===== config.mk =====
export PLATFORM = sky130hd
export DESIGN_NAME = serial_adder_ctrl
export DESIGN_NICKNAME = d
export VERILOG_FILES = /design/src/rtl/serial_adder_ctrl_pkg.sv /design/src/rtl/full_adder.sv /design/src/rtl/serial_adder_ctrl.sv
export SDC_FILE = /design/constraint.sdc
export NUM_CORES = 1
export LEC_CHECK = 0
export ABC_AREA = 0
export CAP_MARGIN = 20
export CORE_ASPECT_RATIO = 1.75
export CORE_MARGIN = 4
export CORE_UTILIZATION = 46
export DETAILED_ROUTE_END_ITERATION = 8
export GPL_ROUTABILITY_DRIVEN = 0
export PLACE_DENSITY = 0.74
export SETUP_SLACK_MARGIN = 0.5
export SLEW_MARGIN = 20
export SYNTH_ARGS = -nofsm -noshare
export SYNTH_HDL_FRONTEND = slang
export SYNTH_SLANG_ARGS = --single-unit

===== constraint.sdc =====
create_clock -name clk -period 1.25 [get_ports clk]
set_input_delay 0.25 -clock clk [delete_from_list [all_inputs] [get_ports clk]]
set_output_delay 0.25 -clock clk [all_outputs]
set_load 0.005 [all_outputs]

===== src/rtl/serial_adder_ctrl_pkg.sv =====
// Shared definitions for the bit-serial adder controller: FSM state encodings and
// the counter-width helper.
package serial_adder_ctrl_pkg;

  localparam logic [1:0] ST_IDLE = 2'd0;
  localparam logic [1:0] ST_RUN  = 2'd1;
  localparam logic [1:0] ST_DONE = 2'd2;

  // Bit counter must be able to hold WIDTH after the final increment.
  function automatic int unsigned cnt_width(input int unsigned width);
    return $clog2(width + 1);
  endfunction

endpackage


===== src/rtl/full_adder.sv =====
// Single-bit full adder cell shared by the serial adder datapath.
module full_adder (
  input  logic a,
  input  logic b,
  input  logic ci,
  output logic s,
  output logic co
);

  assign s  = a ^ b ^ ci;
  assign co = (a & b) | (a & ci) | (b & ci);

endmodule


===== src/rtl/serial_adder_ctrl.sv =====
// Bit-serial adder: one full adder cell reused LSB-first over WIDTH clocks, with a
// start/busy/done handshake and a registered carry loop.
module serial_adder_ctrl
  import serial_adder_ctrl_pkg::*;
#(
  parameter int unsigned WIDTH = 8
) (
  input  logic             clk,
  input  logic             rst,
  input  logic             start,
  input  logic [WIDTH-1:0] a,
  input  logic [WIDTH-1:0] b,
  input  logic             cin,
  output logic             busy,
  output logic             done,
  output logic [WIDTH-1:0] sum,
  output logic             cout
);

  localparam int unsigned CntW = cnt_width(WIDTH);
  localparam logic [CntW-1:0] LastCnt = CntW'(WIDTH - 1);

  logic [1:0]       state;
  logic [WIDTH-1:0] a_sr;
  logic [WIDTH-1:0] b_sr;
  logic [WIDTH-1:0] res_sr;
  logic [WIDTH-1:0] res_next;
  logic             carry;
  logic [CntW-1:0]  cnt;
  logic             fa_sum;
  logic             fa_cout;

  full_adder u_fa (
    .a  (a_sr[0]),
    .b  (b_sr[0]),
    .ci (carry),
    .s  (fa_sum),
    .co (fa_cout)
  );

  // New sum bit enters at the MSB so the LSB-first result ends up aligned after WIDTH shifts.
  generate
    if (WIDTH == 1) begin : g_res_w1
      assign res_next = fa_sum;
    end else begin : g_res_wn
      assign res_next = {fa_sum, res_sr[WIDTH-1:1]};
    end
  endgenerate

  always_ff @(posedge clk) begin
    if (rst) begin
      state  <= ST_IDLE;
      a_sr   <= '0;
      b_sr   <= '0;
      res_sr <= '0;
      carry  <= 1'b0;
      cnt    <= '0;
      sum    <= '0;
      cout   <= 1'b0;
    end else begin
      case (state)
        ST_IDLE: begin
          if (start) begin
            a_sr   <= a;
            b_sr   <= b;
            res_sr <= '0;
            carry  <= cin;
            cnt    <= '0;
            state  <= ST_RUN;
          end
        end
        ST_RUN: begin
          a_sr   <= a_sr >> 1;
          b_sr   <= b_sr >> 1;
          res_sr <= res_next;
          carry  <= fa_cout;
          cnt    <= cnt + 1'b1;
          if (cnt == LastCnt) begin
            sum   <= res_next;
            cout  <= fa_cout;
            state <= ST_DONE;
          end
        end
        ST_DONE: state <= ST_IDLE;
        default: state <= ST_IDLE;
      endcase
    end
  end

  assign busy = (state != ST_IDLE);
  assign done = (state == ST_DONE);

endmodule


==> impl_metrics.env <==
export IMPL_via_per_inst=5.906
export IMPL_multi_input_area_um2=1146
export IMPL_clock_path_buffers=2
export IMPL_synth_xor_area_share_pct=0
export IMPL_synthTopCellsByArea="dfxtp_1 (45%), nor2_1 (7.8%), a211oi_1 (5.6%)"
export IMPL_first_pass_iters=4
export IMPL_crit_slowest_cell="dfxtp_2"
export IMPL_globalRouteMet1Util_pct=24.92
export IMPL_detail_route_iter0_violations=54
export IMPL_synth_compound_area_share_pct=26.24
export IMPL_syn_avg_cell_area_um2=9.510
export IMPL_fin_nets=262
export IMPL_cts_hold_buf=0
export IMPL_max_slew_margin_pct=83.54
export IMPL_p_leak_nw=1.062
export IMPL_start_util_pct=47.97
export IMPL_final_hold_viol_count=0
export IMPL_tightest_slew_ns=0.2464
export IMPL_max_freq_mhz=746.6
export IMPL_drc=0
export IMPL_ios=31
export IMPL_slowest_delay_ns=0.33
export IMPL_clock_skew_ns=0.004405
export IMPL_globalRouteMet2Util_pct=42.75
export IMPL_htreeDepth=2
export IMPL_grt_max_degree=29
export IMPL_io_buffer_count=30
export IMPL_setup_viol=16
export IMPL_route_antenna_remaining_nets=0
export IMPL_dieWidth_um=54.50
export IMPL_grt_pass1_vias=1786
export IMPL_syn2layout_area_growth_pct=64.34
export IMPL_rsz0062_at_grt="yes"
export IMPL_synth_edf_count=0
export IMPL_antenna_found_initial=0
export IMPL_worstSetupStartpointType="flip-flop"
export IMPL_netlist_top_cells_count="dfxtp_1 (39), nor2_1 (36), a211oi_1 (13)"
export IMPL_coreArea_um2=3628
export IMPL_ys_seq_area_share_pct=44.86
export IMPL_globalRouteOverflowTotal=0
export IMPL_yosysWarnings=0
export IMPL_clkSlewWorstSetupHoldPaths_ns=0.08
export IMPL_arrival_ns=1.51
export IMPL_critPathMaxFanout=8
export IMPL_num_rows=29
export IMPL_regArea_um2=803.3
export IMPL_num_antenna_cells=0
export IMPL_synth_top_family_by_area="compound AO/OA/AOI/OAI gates"
export IMPL_dieArea_um2=4870
export IMPL_cap_violations=0
export IMPL_muxShareOfSynthArea_pct=0
export IMPL_p_per_area_nw_per_um2=1073
export IMPL_path_cells="buf_6 > buf_6 > o21ba_4 > buf_12 > buf_12 > nor2_4 > a211oi_2"
export IMPL_final_layout_size_suffix_gt1_share_pct=58.51
export IMPL_yosys_most_used_dff="dfxtp_1"
export IMPL_clock_latency_ns=0.28
export IMPL_hold_path_class="flip-flop to flip-flop"
export IMPL_root_buffer="clkbuf_8"
export IMPL_synth_area_um2=1740
export IMPL_cts_sinks=39
export IMPL_fill_cells=206
export IMPL_holdPathStages=2
export IMPL_status="finished, violations left"
export IMPL_synth_fa_ha_area_share_pct=1.869
export IMPL_maxSlewViolCount=0
export IMPL_final_setup_tns_ns=-0.8403
export IMPL_ir_drop_mv=1.244
export IMPL_grtUsageTotal_pct=23.37
export IMPL_drt_total_wl_mm=5.441
export IMPL_critPathRequiredTime_ns=1.42
export IMPL_period_needed_ns=1.339
export IMPL_syn_inst=183
export IMPL_reg2reg_depth=7
export IMPL_yosys_area_share_simple_pct=19.99
export IMPL_end_kind="flip-flop"
export IMPL_post_route_cell_area_um2=2860
export IMPL_netlist_area_leader_share_pct=44.86
export IMPL_wl_per_cell_um=18.96
export IMPL_post_dp_hpwl_mm=2.893
export IMPL_async_flop_share_pct=0
export IMPL_critPathKind="flip-flop to flip-flop"
export IMPL_vias=1695
export IMPL_tritoncts="done"
export IMPL_ys_ff_latch=39
export IMPL_yosysUniqueCellTypes=32
export IMPL_grt_pass1_wl_mm=8.286
export IMPL_synth_nets=205
export IMPL_synth_top_area_cell="dfxtp_1"
export IMPL_setup_slack_ns=-0.08939
export IMPL_use_met3_pct=5.509
export IMPL_period_share_pct=107.2
export IMPL_yosysMostFrequentCell="dfxtp_1"
export IMPL_cts_made_buffers=5
export IMPL_die_h_um=89.37
export IMPL_violations="negative setup slack"
export IMPL_placed_area_um2=2257
export IMPL_grt_busiest_layer="met2"
per-layer routing:
metal,part of all wire (%),up-vias,wire [um]
li1,-,783,-
met1,35,828,1925
met2,57,63,3079
met3,4.0,21,220
met4,3.9,0,214
met5,0,-,0
flip-flops by register name, summed over array words and instances (netlist names):
| name | cells |
|---|---|
| a_sr | 8 |
| carry | 1 |
| sum | 8 |
| b_sr | 8 |
| res_sr | 7 |
| cnt | 4 |
| cout | 1 |
| state | 2 |
through the flow:
stage               setup WS, ns  power, mW  hold slack, ns  std cells  utilization (%)
finish                  -0.08939      3.068          0.4894        287            78.83
global route             -0.1371      3.170          0.5010        287            78.83
CTS                     -0.03098      2.998          0.4886        286            75.03
detailed placement       -0.3492      1.779          0.4481        263            62.21
global placement         -0.2220      1.763          0.4363        263            62.21
floorplan                0.04195      1.603          0.4222        183                -
repair_timing:
| item | CTS | global route |
|---|---|---|
| gates resized for setup | 121 | 26 |
| cloned | 4 | 0 |
| pin swaps | 40 | 6 |
| setup endpoints to repair | 50 | 50 |
| setup buffers | 11 | 1 |
critical path, delay by kind of cell, from the launching register on:
| family | cells | cell delay, ns |
|---|---|---|
| flip-flops | 1 | 0.33 |
| buffers and inverters | 4 | 0.51 |
| AND/OR/NAND/NOR | 1 | 0.09 |
| AO/OA/AOI/OAI | 2 | 0.27 |
report_power, final:
group / switching [mW] / internal (mW) / total (mW)
logic: 0.278 / 0.341 / 0.619
registers: 0.0654 / 1.30 / 1.37
clock network: 0.438 / 0.646 / 1.08
total: 0.781 / 2.29 / 3.07
worst paths after layout:
| path | start | to | slack, ns |
|---|---|---|---|
| setup / recovery | state[0] | a_sr[3] | -0.09 |
| hold / removal | sum[2] | sum[2] | 0.49 |
| setup reg to reg | state[0] | a_sr[3] | -0.09 |
| hold reg to reg | sum[2] | sum[2] | 0.49 |
cell families after synthesis:
logic type | after synthesis
flops | 39
compound gates | 56
fa+ha+maj | 2
simple gates | 66
buf+inv | 20
cell type report:
class,count,area share [%]
multi-input cells,125,40.07
flip-flops and latches,39,28.08
repair buffers,66,25.24
clock buffers,6,2.887
well taps,46,2.012
clock inverters,2,1.225
inverters,3,0.4812
cells in the final DEF, fill, tap and decap left out, drive strengths merged, types with 2 or more instances in the layout:
cell type | Yosys | final
a211oi | 17 | 17
a22oi | 8 | 8
and2 | 1 | 2
dfxtp | 39 | 39
o2bb2ai | 8 | 8
nand2b | 10 | 10
o21ai | 9 | 9
o22ai | 7 | 7
nand4b | 9 | 9
clkbuf | 7 | 6
nand3 | 2 | 2
nand2 | 4 | 4
buf | 10 | 47
inv | 3 | 3
clkdlybuf4s50 | 0 | 18
nor2 | 36 | 36
a32oi | 2 | 2
Power figures use the tool's default switching activity.
==> patch 1: new RTL, same flow settings <==
The parameter `WIDTH` goes from 8 to 12.
--- a/src/rtl/serial_adder_ctrl.sv
+++ b/src/rtl/serial_adder_ctrl.sv
@@ -4,5 +4,5 @@
   import serial_adder_ctrl_pkg::*;
 #(
-  parameter int unsigned WIDTH = 8
+  parameter int unsigned WIDTH = 12
 ) (
   input  logic             clk,
Ports: changed (resized a, b and sum); port bits go from 31 to 43. The function was not compared with the original's and may differ.
==> patch 1 against the original RTL <==
  * The flow still finishes with violations (setup timing)
  * Sequential power is 39% higher
  * Sequential cell count rose by 16
  * Power grew 28%
  * Critical endpoint is now a_sr[10]
  * Clock skew is 4.2 ps higher
  * Synthesized area grew 32%
  * Largest power group unchanged
  * Setup slack worse by 35 ps
  * Wire length shrank 5.7%
  * Cell area increased by 16%
  * Clock power is 21% higher
==> patch 1: results (changes against the original RTL) <==
- Comb. pwr: 0.693 mW (was 0.619 mW)
- Switching share of total power: 24.4% (was 25.4%)
- GR Util met2: 31.3% (was 42.7%)
- Post-DP HPWL: 3.43 mm (was 2.89 mm)
- Met3 Wirelength: 180 um (was 220 um)
- Largest net degree at the start of global routing: 36 (was 29)
- M1 WL: 2.01 mm (was 1.93 mm)
- Share of cells above drive strength 1: 36.9% (was 58.5%)
- Total Routing Usage GR: 17.9% (was 23.4%)
- P&R area growth vs syn: 44.5% (was 64.3%)
- Met3 usage: 4.08% (was 5.51%)
- Drt total wl: 5.13 mm (was 5.44 mm)
- Met2 WL: 2.84 mm (was 3.08 mm)
- Crit path arrival time: 1590 ps (was 1510 ps)
- Hold Startpoint: rst (was sum[2])
- Worst R2R Path Depth: 5 (was 7)
- Hold slack: 394 ps (was 489 ps)
- Violations in the final reports: setup timing (unchanged)
- Lkg Pwr: 1.37 nW (was 1.06 nW)
- Endpoints failing setup: 50 (was 16)
- CP endpoint: a_sr[10] (was a_sr[3])
- Fin nets: 324 (was 262)
- Syn_nets: 257 (was 205)
- Cells after synthesis: 227 (was 183)
- First-pass GRT wire length: 8.45 mm (was 8.29 mm)
- Top cells by area, synth: dfxtp_1, mux2i_1, nand2b_1 (was dfxtp_1, nor2_1, a211oi_1)
- Hold depth: 3 (was 2)
- Largest registers: a_sr (12), b_sr (12), sum (12) (was a_sr (8), b_sr (8), sum (8))
- Seq. pwr: 1.91 mW (was 1.37 mW)
- Worst-path clk slew: 100 ps (was 80 ps)
- Routing usage on met1: 20.3% (was 24.9%)
- Hold Path Class: in2reg (was reg2reg)
- Synth Area in Compound Gates: 14.5% (was 26.2%)
- Cell area after placement: 2960 um^2 (was 2260 um^2)
- Outcome: finished with violations (unchanged)
- Vias in the first global route: 1850 (was 1786)
- Setup Slack @ Placement: -439 ps (was -349 ps)
- Top post-synthesis cells by count: dfxtp_1, nand2b_1, mux2i_1 (was dfxtp_1, nor2_1, a211oi_1)
- CP Max Fanout: 5 (was 8)
- Worst flop-to-flop path startpoint: state[1] (was state[0])
- Worst Hold Path EP: cnt[0] (was sum[2])
- Synth cell types: 33 (was 32)
- Mean number of vias per cell: 5.35 (was 5.91)
- Max_slew headroom: 80.2% (was 83.5%)
- Final WS setup: -124 ps (was -89.4 ps)
[patch 1: cell types whose count changed after synthesis, sizes merged, moves of 5 or more]
cell     before  now
o2bb2ai       8    0
a22oi         8    0
a22o          0   14
nor3          0    5
nand4b        9    0
mux2i         0   30
dfxtp        39   55
o22ai         7    0
o21ai         9    1
nand2b       10   31
nor2         36   25
[patch 1: what timing repair did]
| action | in CTS | in global routing |
|---|---|---|
| setup endpoints to repair | 70 | 70 |
| gates resized for setup | 100 | 10 |
| pin swaps | 24 | 9 |
| setup buffers | 12 | 1 |
| cloned | 2 | 0 |
[patch 1: cell type report]
| cell class | instances | area share, % |
|---|---|---|
| sequential | 55 | 33.8 |
| clock buffer | 6 | 2.82 |
| timing repair buffer | 78 | 22.8 |
| multi-input combinational | 154 | 37.5 |
| clock inverter | 2 | 1.13 |
| tap | 52 | 1.95 |
[patch 1: critical path, cell delays in order (launching register included)]
cell and delay, ps:
dfxtp_2 340, buf_6 120, buf_6 110, o21ba_4 270
nor2_4 80, a221o_2 360
==> patch 2: new RTL, same settings <==
Without the edit above. Add an input register stage for `start`, `a`, `b` and `cin`, without a reset; this delays them by one clock. Comments in the files are not updated.
--- a/src/rtl/serial_adder_ctrl.sv
+++ b/src/rtl/serial_adder_ctrl.sv
@@ -20,4 +20,16 @@
   localparam int unsigned CntW = cnt_width(WIDTH);
   localparam logic [CntW-1:0] LastCnt = CntW'(WIDTH - 1);
+
+  logic start_q;
+  logic [WIDTH-1:0] a_q;
+  logic [WIDTH-1:0] b_q;
+  logic cin_q;
+
+  always_ff @(posedge clk) begin
+    start_q <= start;
+    a_q     <= a;
+    b_q     <= b;
+    cin_q   <= cin;
+  end
 
   logic [1:0]       state;
@@ -61,9 +73,9 @@
       case (state)
         ST_IDLE: begin
-          if (start) begin
-            a_sr   <= a;
-            b_sr   <= b;
+          if (start_q) begin
+            a_sr   <= a_q;
+            b_sr   <= b_q;
             res_sr <= '0;
-            carry  <= cin;
+            carry  <= cin_q;
             cnt    <= '0;
             state  <= ST_RUN;
Check against the original RTL: not equivalent (a bounded check fails within 4 cycles, from zero or initial values and one cycle with rst high).
==> patch 2 against the original RTL <==
  * Cell area is 11% higher
  * Cell count is 14% higher
  * Setup slack better by 37 ps
  * First-iteration DRC count is 7.4% lower
  * Critical endpoint is now carry
  * Synthesized area is 18% higher
  * Die area is 16% higher
  * Sequential cell count is 18 higher
  * Worst hold slack worse by 140 ps
  * The flow still finishes with violations (setup timing)
  * Wire length is 0.70% higher
  * Power is 35% higher
  * Critical path depth is 1 lower
  * Sequential power is 45% higher
  * Largest power group unchanged
==> patch 2: results (changes against the original RTL) <==
- Outcome: finished with violations (unchanged)
- Violations in the final reports: setup timing (unchanged)
- Worst vdd ir: 0.00108 V (was 0.00124 V)
- Hold Path Class: in2reg (was reg2reg)
- Worst Hold Path EP: a_q[0] (was sum[2])
- Post-DP HPWL: 2.75 mm (was 2.89 mm)
- R2R Path End: carry (was a_sr[3])
- Cell area after placement: 2500 um^2 (was 2260 um^2)
- Placed insts: 289 (was 263)
- Multi-input logic cell count: 134 (was 125)
- Seq area share: 36.7% (was 28.1%)
- Final WS setup: -52.9 ps (was -89.4 ps)
- Max_slew headroom: 81.6% (was 83.5%)
- Hold depth: 1 (was 2)
- Crit path max-delay cell type: dfxtp_4 (was dfxtp_2)
- P&R area growth vs syn: 54.4% (was 64.3%)
- Hold Startpoint: a[0] (was sum[2])
- Vias in the first global route: 1669 (was 1786)
- Lkg Pwr: 1.24 nW (was 1.06 nW)
- Top cells by area, synth: dfxtp_1, nand2b_1, a211oi_1 (was dfxtp_1, nor2_1, a211oi_1)
- # clk buffers: 14 (was 6)
- Synth cell types: 29 (was 32)
- GR Util met2: 31.3% (was 42.7%)
- Multi-input combinational area share: 34.8% (was 40.1%)
- Sink Count: 57 (was 39)
- Number of DRC markers in iteration 0: 50 (was 54)
- Met3 usage: 6.52% (was 5.51%)
- Inverter count: 2 (was 3)
- Share of cells above drive strength 1: 47.5% (was 58.5%)
- Routing usage on met1: 20.3% (was 24.9%)
- First-pass GRT wire length: 7.82 mm (was 8.29 mm)
- Total Routing Usage GR: 19.1% (was 23.4%)
- Endpoints failing setup: 23 (was 16)
- Yosys warnings: 0 (unchanged)
- H-tree Lvls: 3 (was 2)
- Syn_nets: 227 (was 205)
- Met3 Wirelength: 300 um (was 220 um)
- Largest net degree at the start of global routing: 24 (was 29)
- Critical Path Max Stage Delay: 350 ps (was 330 ps)
- Top post-synthesis cells by count: dfxtp_1, nor2_1, nand2b_1 (was dfxtp_1, nor2_1, a211oi_1)
- Layout Skew: 5.86 ps (was 4.41 ps)
- Num CTS Buffers: 9 (was 5)
- Fillers: 287 (was 206)
- Syn Area/Cell: 10.0 um^2 (was 9.51 um^2)
- TNS Setup: -415 ps (was -840 ps)
- Routed WL per cell: 16.8 um (was 19.0 um)
- M1 WL: 1.96 mm (was 1.93 mm)
- Hold slack: 352 ps (was 489 ps)
- Worst skew pair latency: 340 ps (was 280 ps)
## patch 2: cell count changes after synthesis, sizes merged, moves of 7 or more
cell / before / now
o21ai: 9 / 0
a21oi: 1 / 10
mux2i: 0 / 10
nand2b: 10 / 20
nand2: 4 / 11
nand4b: 9 / 0
dfxtp: 39 / 57
nor2: 36 / 29
## patch 2: critical path: cells and delay by family (launching register included)
family                 cells  cell delay, ps
AO/OA/AOI/OAI              2             300
AND/OR/NAND/NOR            1             120
buffers and inverters      3             410
flip-flops                 1             350
## patch 2: where the power goes
part | switching (mW) | internal [mW] | leakage, nW | total, mW
registers | 0.0726 | 1.91 | 0.478 | 1.98
clock network | 0.695 | 0.929 | 0.102 | 1.62
logic | 0.248 | 0.296 | 0.661 | 0.544
total | 1.02 | 3.13 | 1.24 | 4.15
## patch 2: cell families (layout without fill, tap and decap cells)
| logic type | after synthesis | count (layout) | share of synthesized area [%] |
|---|---|---|---|
| AND/OR/NAND/NOR | 72 | 73 | 17.0 |
| flip-flops | 57 | 57 | 55.4 |
| AO/OA/AOI/OAI | 48 | 49 | 16.6 |
| buffers and inverters | 16 | 85 | 4.56 |
| multiplexers | 10 | 10 | 4.86 |
| adder cells (fa/ha/maj) | 2 | 2 | 1.58 |
## patch 2: how the worst max path moves through the flow
stage / from / end / cells past startpoint
after floorplan: state[0] / cout / 5
after global placement: state[0] / b_sr[4] / 3
after detailed placement: state[0] / a_sr[3] / 3
after CTS: state[0] / a_sr[3] / 4
after global routing: state[0] / carry / 5
final: state[0] / carry / 6
## patch 2: what timing repair did
action,CTS,global route
pin swaps,19,14
cloned,3,1
buffers inserted,10,8
setup endpoints to repair,50,50
gates resized for setup,102,37
